==> src/rtl/demoscene_vga_out.sv <==
// VGA output stage: H/V timing, colour reduction, blanking and registered pins.
// Optional 2x2 ordered dither on colour reduction under DEMOSCENE_VGA_DITHER_EN.
module demoscene_vga_out #(
  parameter int unsigned COLOR_W  = 4,
  parameter int unsigned OUT_W    = 2,
  parameter int unsigned H_ACTIVE = 640,
  parameter int unsigned H_FP     = 16,
  parameter int unsigned H_SYNC   = 96,
  parameter int unsigned H_BP     = 48,
  parameter int unsigned V_ACTIVE = 480,
  parameter int unsigned V_FP     = 10,
  parameter int unsigned V_SYNC   = 2,
  parameter int unsigned V_BP     = 33,
  parameter bit          SYNC_POL = 1'b0,
  parameter int unsigned CNT_W    = 10
) (
  input  logic                   clk,
  input  logic                   rst_n,
  input  logic                   pix_ce,
  input  logic [3*COLOR_W-1:0]   rgb_in,
  output logic [CNT_W-1:0]       pix_x,
  output logic [CNT_W-1:0]       pix_y,
  output logic                   active,
  output logic                   line_start,
  output logic                   frame_start,
  output logic [OUT_W-1:0]       vga_r,
  output logic [OUT_W-1:0]       vga_g,
  output logic [OUT_W-1:0]       vga_b,
  output logic                   hsync,
  output logic                   vsync
);

  localparam int unsigned HTotal  = H_ACTIVE + H_FP + H_SYNC + H_BP;
  localparam int unsigned VTotal  = V_ACTIVE + V_FP + V_SYNC + V_BP;
  localparam int unsigned HsStart = H_ACTIVE + H_FP;
  localparam int unsigned HsEnd   = H_ACTIVE + H_FP + H_SYNC;
  localparam int unsigned VsStart = V_ACTIVE + V_FP;
  localparam int unsigned VsEnd   = V_ACTIVE + V_FP + V_SYNC;
  localparam int unsigned DropW   = COLOR_W - OUT_W;

  localparam logic [CNT_W-1:0] HLast = CNT_W'(HTotal - 1);
  localparam logic [CNT_W-1:0] VLast = CNT_W'(VTotal - 1);

  logic [CNT_W-1:0] h_cnt_q, h_cnt_d;
  logic [CNT_W-1:0] v_cnt_q, v_cnt_d;
  logic [OUT_W-1:0] vga_r_q, vga_r_d;
  logic [OUT_W-1:0] vga_g_q, vga_g_d;
  logic [OUT_W-1:0] vga_b_q, vga_b_d;
  logic             hsync_q, hsync_d;
  logic             vsync_q, vsync_d;

  int unsigned      h_i, v_i;
  logic             hs_raw, vs_raw;
  logic [COLOR_W-1:0] ch_r, ch_g, ch_b;
  logic [OUT_W-1:0] red_r, red_g, red_b;

  assign h_i = 32'(h_cnt_q);
  assign v_i = 32'(v_cnt_q);

  assign ch_r = rgb_in[3*COLOR_W-1 -: COLOR_W];
  assign ch_g = rgb_in[2*COLOR_W-1 -: COLOR_W];
  assign ch_b = rgb_in[COLOR_W-1:0];

  assign active = (h_i < H_ACTIVE) && (v_i < V_ACTIVE);
  assign hs_raw = (h_i >= HsStart) && (h_i < HsEnd);
  assign vs_raw = (v_i >= VsStart) && (v_i < VsEnd);

`ifdef DEMOSCENE_VGA_DITHER_EN
  // Bayer threshold is scaled so it spans one LSB of the reduced output.
  localparam int unsigned DShl = (DropW >= 2) ? DropW - 2 : 0;
  localparam int unsigned DShr = (DropW >= 2) ? 0 : 2 - DropW;
  localparam int unsigned MaxC = (2 ** COLOR_W) - 1;

  logic [1:0] bayer;

  always_comb begin
    case ({v_cnt_q[0], h_cnt_q[0]})
      2'b00:   bayer = 2'd0;
      2'b01:   bayer = 2'd2;
      2'b10:   bayer = 2'd3;
      default: bayer = 2'd1;
    endcase
  end

  function automatic logic [OUT_W-1:0] dither(input logic [COLOR_W-1:0] ch,
                                              input logic [1:0]         b);
    int unsigned t;
    int unsigned s;
    t = (32'(b) << DShl) >> DShr;
    s = 32'(ch) + t;
    if (s > MaxC) s = MaxC;
    return OUT_W'(s >> DropW);
  endfunction

  assign red_r = dither(ch_r, bayer);
  assign red_g = dither(ch_g, bayer);
  assign red_b = dither(ch_b, bayer);
`else
  assign red_r = OUT_W'(ch_r >> DropW);
  assign red_g = OUT_W'(ch_g >> DropW);
  assign red_b = OUT_W'(ch_b >> DropW);
`endif

  always_comb begin
    h_cnt_d = h_cnt_q + CNT_W'(1);
    v_cnt_d = v_cnt_q;
    if (h_cnt_q == HLast) begin
      h_cnt_d = '0;
      v_cnt_d = (v_cnt_q == VLast) ? '0 : v_cnt_q + CNT_W'(1);
    end
  end

  // RGB and syncs share one register stage so they reach the pads aligned.
  always_comb begin
    vga_r_d = active ? red_r : '0;
    vga_g_d = active ? red_g : '0;
    vga_b_d = active ? red_b : '0;
    hsync_d = hs_raw ? SYNC_POL : ~SYNC_POL;
    vsync_d = vs_raw ? SYNC_POL : ~SYNC_POL;
  end

  always_ff @(posedge clk) begin
    if (!rst_n) begin
      h_cnt_q <= '0;
      v_cnt_q <= '0;
      vga_r_q <= '0;
      vga_g_q <= '0;
      vga_b_q <= '0;
      hsync_q <= ~SYNC_POL;
      vsync_q <= ~SYNC_POL;
    end else if (pix_ce) begin
      h_cnt_q <= h_cnt_d;
      v_cnt_q <= v_cnt_d;
      vga_r_q <= vga_r_d;
      vga_g_q <= vga_g_d;
      vga_b_q <= vga_b_d;
      hsync_q <= hsync_d;
      vsync_q <= vsync_d;
    end
  end

  assign pix_x       = h_cnt_q;
  assign pix_y       = v_cnt_q;
  assign line_start  = pix_ce && (h_cnt_q == '0);
  assign frame_start = line_start && (v_cnt_q == '0);
  assign vga_r       = vga_r_q;
  assign vga_g       = vga_g_q;
  assign vga_b       = vga_b_q;
  assign hsync       = hsync_q;
  assign vsync       = vsync_q;

endmodule

==> config.mk <==
export PLATFORM = sky130hd
export DESIGN_NAME = demoscene_vga_out
export DESIGN_NICKNAME = d
export VERILOG_FILES = /design/src/rtl/demoscene_vga_out.sv
export SDC_FILE = /design/constraint.sdc
export NUM_CORES = 1
export LEC_CHECK = 0
export ABC_AREA = 1
export CELL_PAD_IN_SITES_DETAIL_PLACEMENT = 1
export CELL_PAD_IN_SITES_GLOBAL_PLACEMENT = 1
export CORE_UTILIZATION = 32
export CTS_CLUSTER_SIZE = 10
export DETAILED_ROUTE_END_ITERATION = 10
export PLACE_DENSITY_LB_ADDON = 0.12
export SLEW_MARGIN = 30
export SYNTH_ARGS = -nofsm -noshare
export SYNTH_HDL_FRONTEND = slang
export SYNTH_SLANG_ARGS = --single-unit
==> constraint.sdc <==
create_clock -name clk -period 1.4 [get_ports clk]
set_input_delay 0.21 -clock clk [delete_from_list [all_inputs] [get_ports clk]]
set_output_delay 0.21 -clock clk [all_outputs]
set_load 0.005 [all_outputs]
== Word level (Yosys, flattened, before mapping) ==
Index checks and enable logic that the tools add are counted.

* Register bits after elaboration: 28
* Bits in latches: 0
* Memory bits (writable): 0
* Bits in read-only memories: 0
* Output and inout bits: 31
* Word-level logic and storage cells: 32
* Memories: 0

* $add $sub $neg: 2
* Multiply operators: 0
* Divide/modulo/power cells: 0
* $lt $le $gt $ge: 6
* Equal/unequal tests: 2
* Shifts and indexed selects: 0
* Muxes and demuxes: 7
* Bitwise operators: 0
* Reductions and logical operators: 8

{| class="wikitable"
|+ Operators with widths
! kind !! count
|-
| $add A10 B1 Y10 const B || 2
|-
| $eq A10 B10 Y1 const B || 2
|-
| $logic_not A10 Y1 || 2
|-
| $lt A10 B10 Y1 const B || 2
|-
| $lt A10 B9 Y1 const B || 2
|-
| $mux W10 || 2
|-
| $ge A10 B10 Y1 const B || 1
|-
| $ge A10 B9 Y1 const B || 1
|-
| $mux W2 || 3
|-
| $logic_and A1 B1 Y1 || 5
|-
| $mux W1 || 2
|-
| $reduce_and A2 Y1 || 1
|}

== Longest topological paths before layout ==
Gate-level depths: netlist of run 1.

* Depth after elaboration: 3
* Depth in mapped cells: 10

== Worst setup path after synthesis of run 1 ==
OpenSTA, ideal clock, no wires.

* Kind: reg2reg
* Start: reg h_cnt_q[1] (netlist: pix_x[1])
* End: reg v_cnt_q[4] (netlist: pix_y[4])
* Arrival: 1.262 ns
* Data required time: 1.286 ns
* Setup slack: 0.024 ns
* Stages on the path, launching flop included: 9
* Buffers on the path: 0
* Period minus slack after synthesis: 1.376 ns
* Cells stage by stage: dfxtp_1 ha_1 nand2_1 nor2_4 nand3_1 nand2_2 nand2_2 nand2_1 nor2_1

* Word-level cells in the longest chain between the ends: 2

{| class="wikitable"
|+ Ends and longest elaborated chain
! item !! RTL line !! text
|-
| start, declared || 44 || <nowiki>logic [CNT_W-1:0] h_cnt_q, h_cnt_d;</nowiki>
|-
| start signal, assigned || 132 || <nowiki>h_cnt_q <= h_cnt_d;</nowiki>
|-
| $eq A10 B10 Y1 || 107 || <nowiki>if (h_cnt_q == HLast) begin</nowiki>
|-
| $reduce_and A2 Y1 (no line) || n/a ||
|-
| end signal, assigned || 133 || <nowiki>v_cnt_q <= v_cnt_d;</nowiki>
|-
| end, declared || 45 || <nowiki>logic [CNT_W-1:0] v_cnt_q, v_cnt_d;</nowiki>
|}

No other way between the ends.
A chain may end at the register's enable or synchronous reset.

== Worst setup path in the final report of run 1 ==
* Start: reg v_cnt_q[0] (netlist: pix_y[0])
* End: out frame_start

* Word-level cells in the longest chain between the ends: 2

{| class="wikitable"
|+ Ends and longest elaborated chain
! item !! RTL line !! text
|-
| $logic_not A10 Y1 || 145 || <nowiki>assign frame_start = line_start && (v_cnt_q == '0);</nowiki>
|-
| $logic_and A1 B1 Y1 || 145 ||
|-
| end, declared || 25 || <nowiki>output logic frame_start,</nowiki>
|}

No other way between the ends.

==> results.ini, run 1 <==
[global_route]
grt_use_met1_pct = 28.9
antenna_found_initial = 0
globalRouteMet3Util_pct = 2.71
met2_usage_pct = 46.3
grt_pass1_wl_um = 9830
top_usage_layer = met2
grt_max_degree = 20
first_global_vias = 2028
grtUsageTotal_pct = 24.8
grt_remaining_overflow = 0

[critical_path]
cp_max_fo = 2
worstPathArrival_ns = 1.35
cp.depth = 7
cp-end-kind = primary output
crit_buf_inv = 3
cp_cell_sequence = inv_2, ha_4, inv_4, nor2_4, nand3_2, nor4_2, buf_2
cp_top_family = flip-flops
reg2regPathDepth = 10
criticalPathCategory = register to primary output
crit_path_top_delay_cell = dfxtp_2
critical_path_required_ns = 1.19
max_stage_delay_ns = 0.34
cp-start-kind = register

[route]
wl_per_cell_um = 17.5
vias = 1992
drt_iter0_drc = 72
ant_nets = 0
viasPerCell = 5.13
drc = 0
first_pass_iters = 6
drt-total-wl_um = 6780

[cts]
cts-buffers-inserted = 3
clockRootBuffer = clkbuf_8
clk_pin_slew_ns = 0.11
cts_num_sinks = 28
htreeDepth = 1
cts_tree = done
cts.path.max_buffers = 2
insertion_delay_ns = 0.28

[synth]
synthCells = 233
ys.flop_type = dfxtp_1
synth.most_common_cell = nand2_1
async_reset_ff_share_pct = 0
yosys.area.top_type = dfxtp_1
yosysSeqAreaShare_pct = 36.8
synth_area_um2 = 1520
synth_area_per_cell_um2 = 6.54
synth_top_area_share_pct = 36.8
ys_top_cells_by_area = dfxtp_1 37%, nand2_1 12%, nor2_1 8.6%
ys_types = 24
synth_seq_cells = 28
synthesis.nets = 252
yosysWarnings = 0
synthTopCellsByCount = 48 x nand2_1, 35 x nor2_1, 33 x inv_1, 28 x dfxtp_1, 22 x nand3_1
synth_enable_flop_cells = 0

[die]
core_um2 = 4470
boundaryPins = 46
die-height_um = 71.0
fp.dieArea_um2 = 5040
start_util_pct = 34.1
num_rows = 24
die_w_um = 71.0

[min_path]
holdPathStages = 3
hold_class = primary input to register

[placement]
io_buffers = 39
dp_hpwl_um = 3970
place_congestion = 0.831

[power]
vdd_drop_max_mv = 0.390
p_per_area_nw_per_um2 = 583
p_leak_nw = 1.32

[status]
status = finished with violations
violations = negative setup slack

[finish]
utilization_pct = 61.6
drive_gt1_share_pct = 43.8
syn_to_final_growth_pct = 81.0
antenna_cells = 0
fin_nets = 356

[sta]
fin_ws_ns = -0.160
min_period_over_period_pct = 111
tightest_slew_ns = 0.353
hold_viol = 0
finalCriticalPeriod_ns = 1.56
holdWs_ns = 0.491
rsz0062_at_grt = yes
slew_headroom_pct = 76.4
skew_ns = 0.00494
setup_viol = 16
finalSetupTns_ns = -1.80
max_freq_ghz = 0.641
final_max_slew_viol_count = 0

[job]
drv_cap = 0

==> through the flow <==
step | instance area (µm²) | setup slack (ns) | std cells | power (mW)
4_1_cts | 2590 | -0.176 | 382 | 1.58
2_1_floorplan | 1520 | 0.0242 | 233 | 0.912
5_1_grt | 2760 | -0.211 | 388 | 1.66
3_5_place_dp | 2310 | -0.522 | 368 | 1.04
6_report | 2760 | -0.160 | 388 | 1.61
3_3_place_gp | 2310 | -0.421 | 368 | 1.03
==> sequential cells by signal, summed over array words and instances (netlist names) <==
| signal | flops |
|---|---|
| pix_x | 10 |
| pix_y | 10 |
| vga_b | 2 |
| vga_g | 2 |
| vga_r | 2 |
| hsync | 1 |
| vsync | 1 |
==> cell families (layout without fill, tap and decap cells) <==
family / count (synthesis) / after routing / synth area share, %
AO/OA/AOI/OAI: 31 / 31 / 10.6
XOR/XNOR: 2 / 2 / 1.15
adder cells (fa/ha/maj): 4 / 4 / 3.28
buffers and inverters: 39 / 142 / 10.3
flip-flops: 28 / 28 / 36.8
AND/OR/NAND/NOR: 129 / 129 / 37.9
==> final cells by class <==
type / instances / area [µm²]
fillers: 556 / 1720
repair buffers: 103 / 881
well taps: 52 / 65.1
multi-input cells: 166 / 1030
flip-flops and latches: 28 / 596
inverters: 35 / 134
clock buffers: 4 / 55.1
==> path summary, 6_finish.rpt <==
path | start | end | slack (ns)
hold reg to reg | vsync | vsync | 0.50
hold / removal | rgb_in[11] | vga_r[1] | 0.49
setup reg to reg | pix_x[0] | pix_y[2] | -0.15
setup / recovery | pix_y[0] | frame_start | -0.16
==> report_power, final <==
group	internal, mW	switching (mW)	leakage (nW)
logic	0.130	0.108	1.05
clock network	0.253	0.295	0.0288
registers	0.809	0.0117	0.239
total	1.19	0.415	1.32
==> routing by layer <==
layer | part of all wire (%) | routed length, µm
met1 | 41 | 2800
met5 | 0 | 0
met4 | 4.9 | 329
met3 | 3.2 | 215
met2 | 51 | 3430
==> worst register-to-register path: cells and delay by family (launching register included) <==
family                   cells  cell delay (ns)
buffers and inverters        2             0.26
AND/OR/NAND/NOR              7             0.70
flip-flops                   1             0.36
adder cells (fa/ha/maj)      1             0.14
==> what timing repair did <==
action,CTS,global route
gates resized for setup,99,37
cloned,0,0
setup endpoints to repair,38,25
setup buffers,11,7
hold buffers,0,0
pin swaps,17,17
==> placed cells by master (no fill, tap or decap), types with 3 or more instances in the layout <==
master	netlist	routed
nand2_2	5	6
clkdlybuf4s50_1	0	15
nor2_4	2	10
nor2_2	3	5
clkbuf_8	0	4
nor2_1	35	25
dfxtp_2	0	16
nand3_1	22	18
o21ai_0	11	8
dfxtp_4	0	4
nand2_1	48	44
nand3_2	1	3
a21oi_2	0	4
buf_6	1	13
dfxtp_1	28	8
nor3_2	0	3
nand2_4	0	3
inv_2	1	11
buf_4	0	52
dlygate4sd2_1	0	21
nand4_1	6	6
inv_1	33	22
ha_4	0	3
a21oi_1	17	13
(Power assumes the default switching activity.)
==> run 2, diff against run 1 <==
Settings changed: CAP_MARGIN set to 20.
==> results of run 2 <==
Final layout, timing and power as in run 1 (identical DEF).
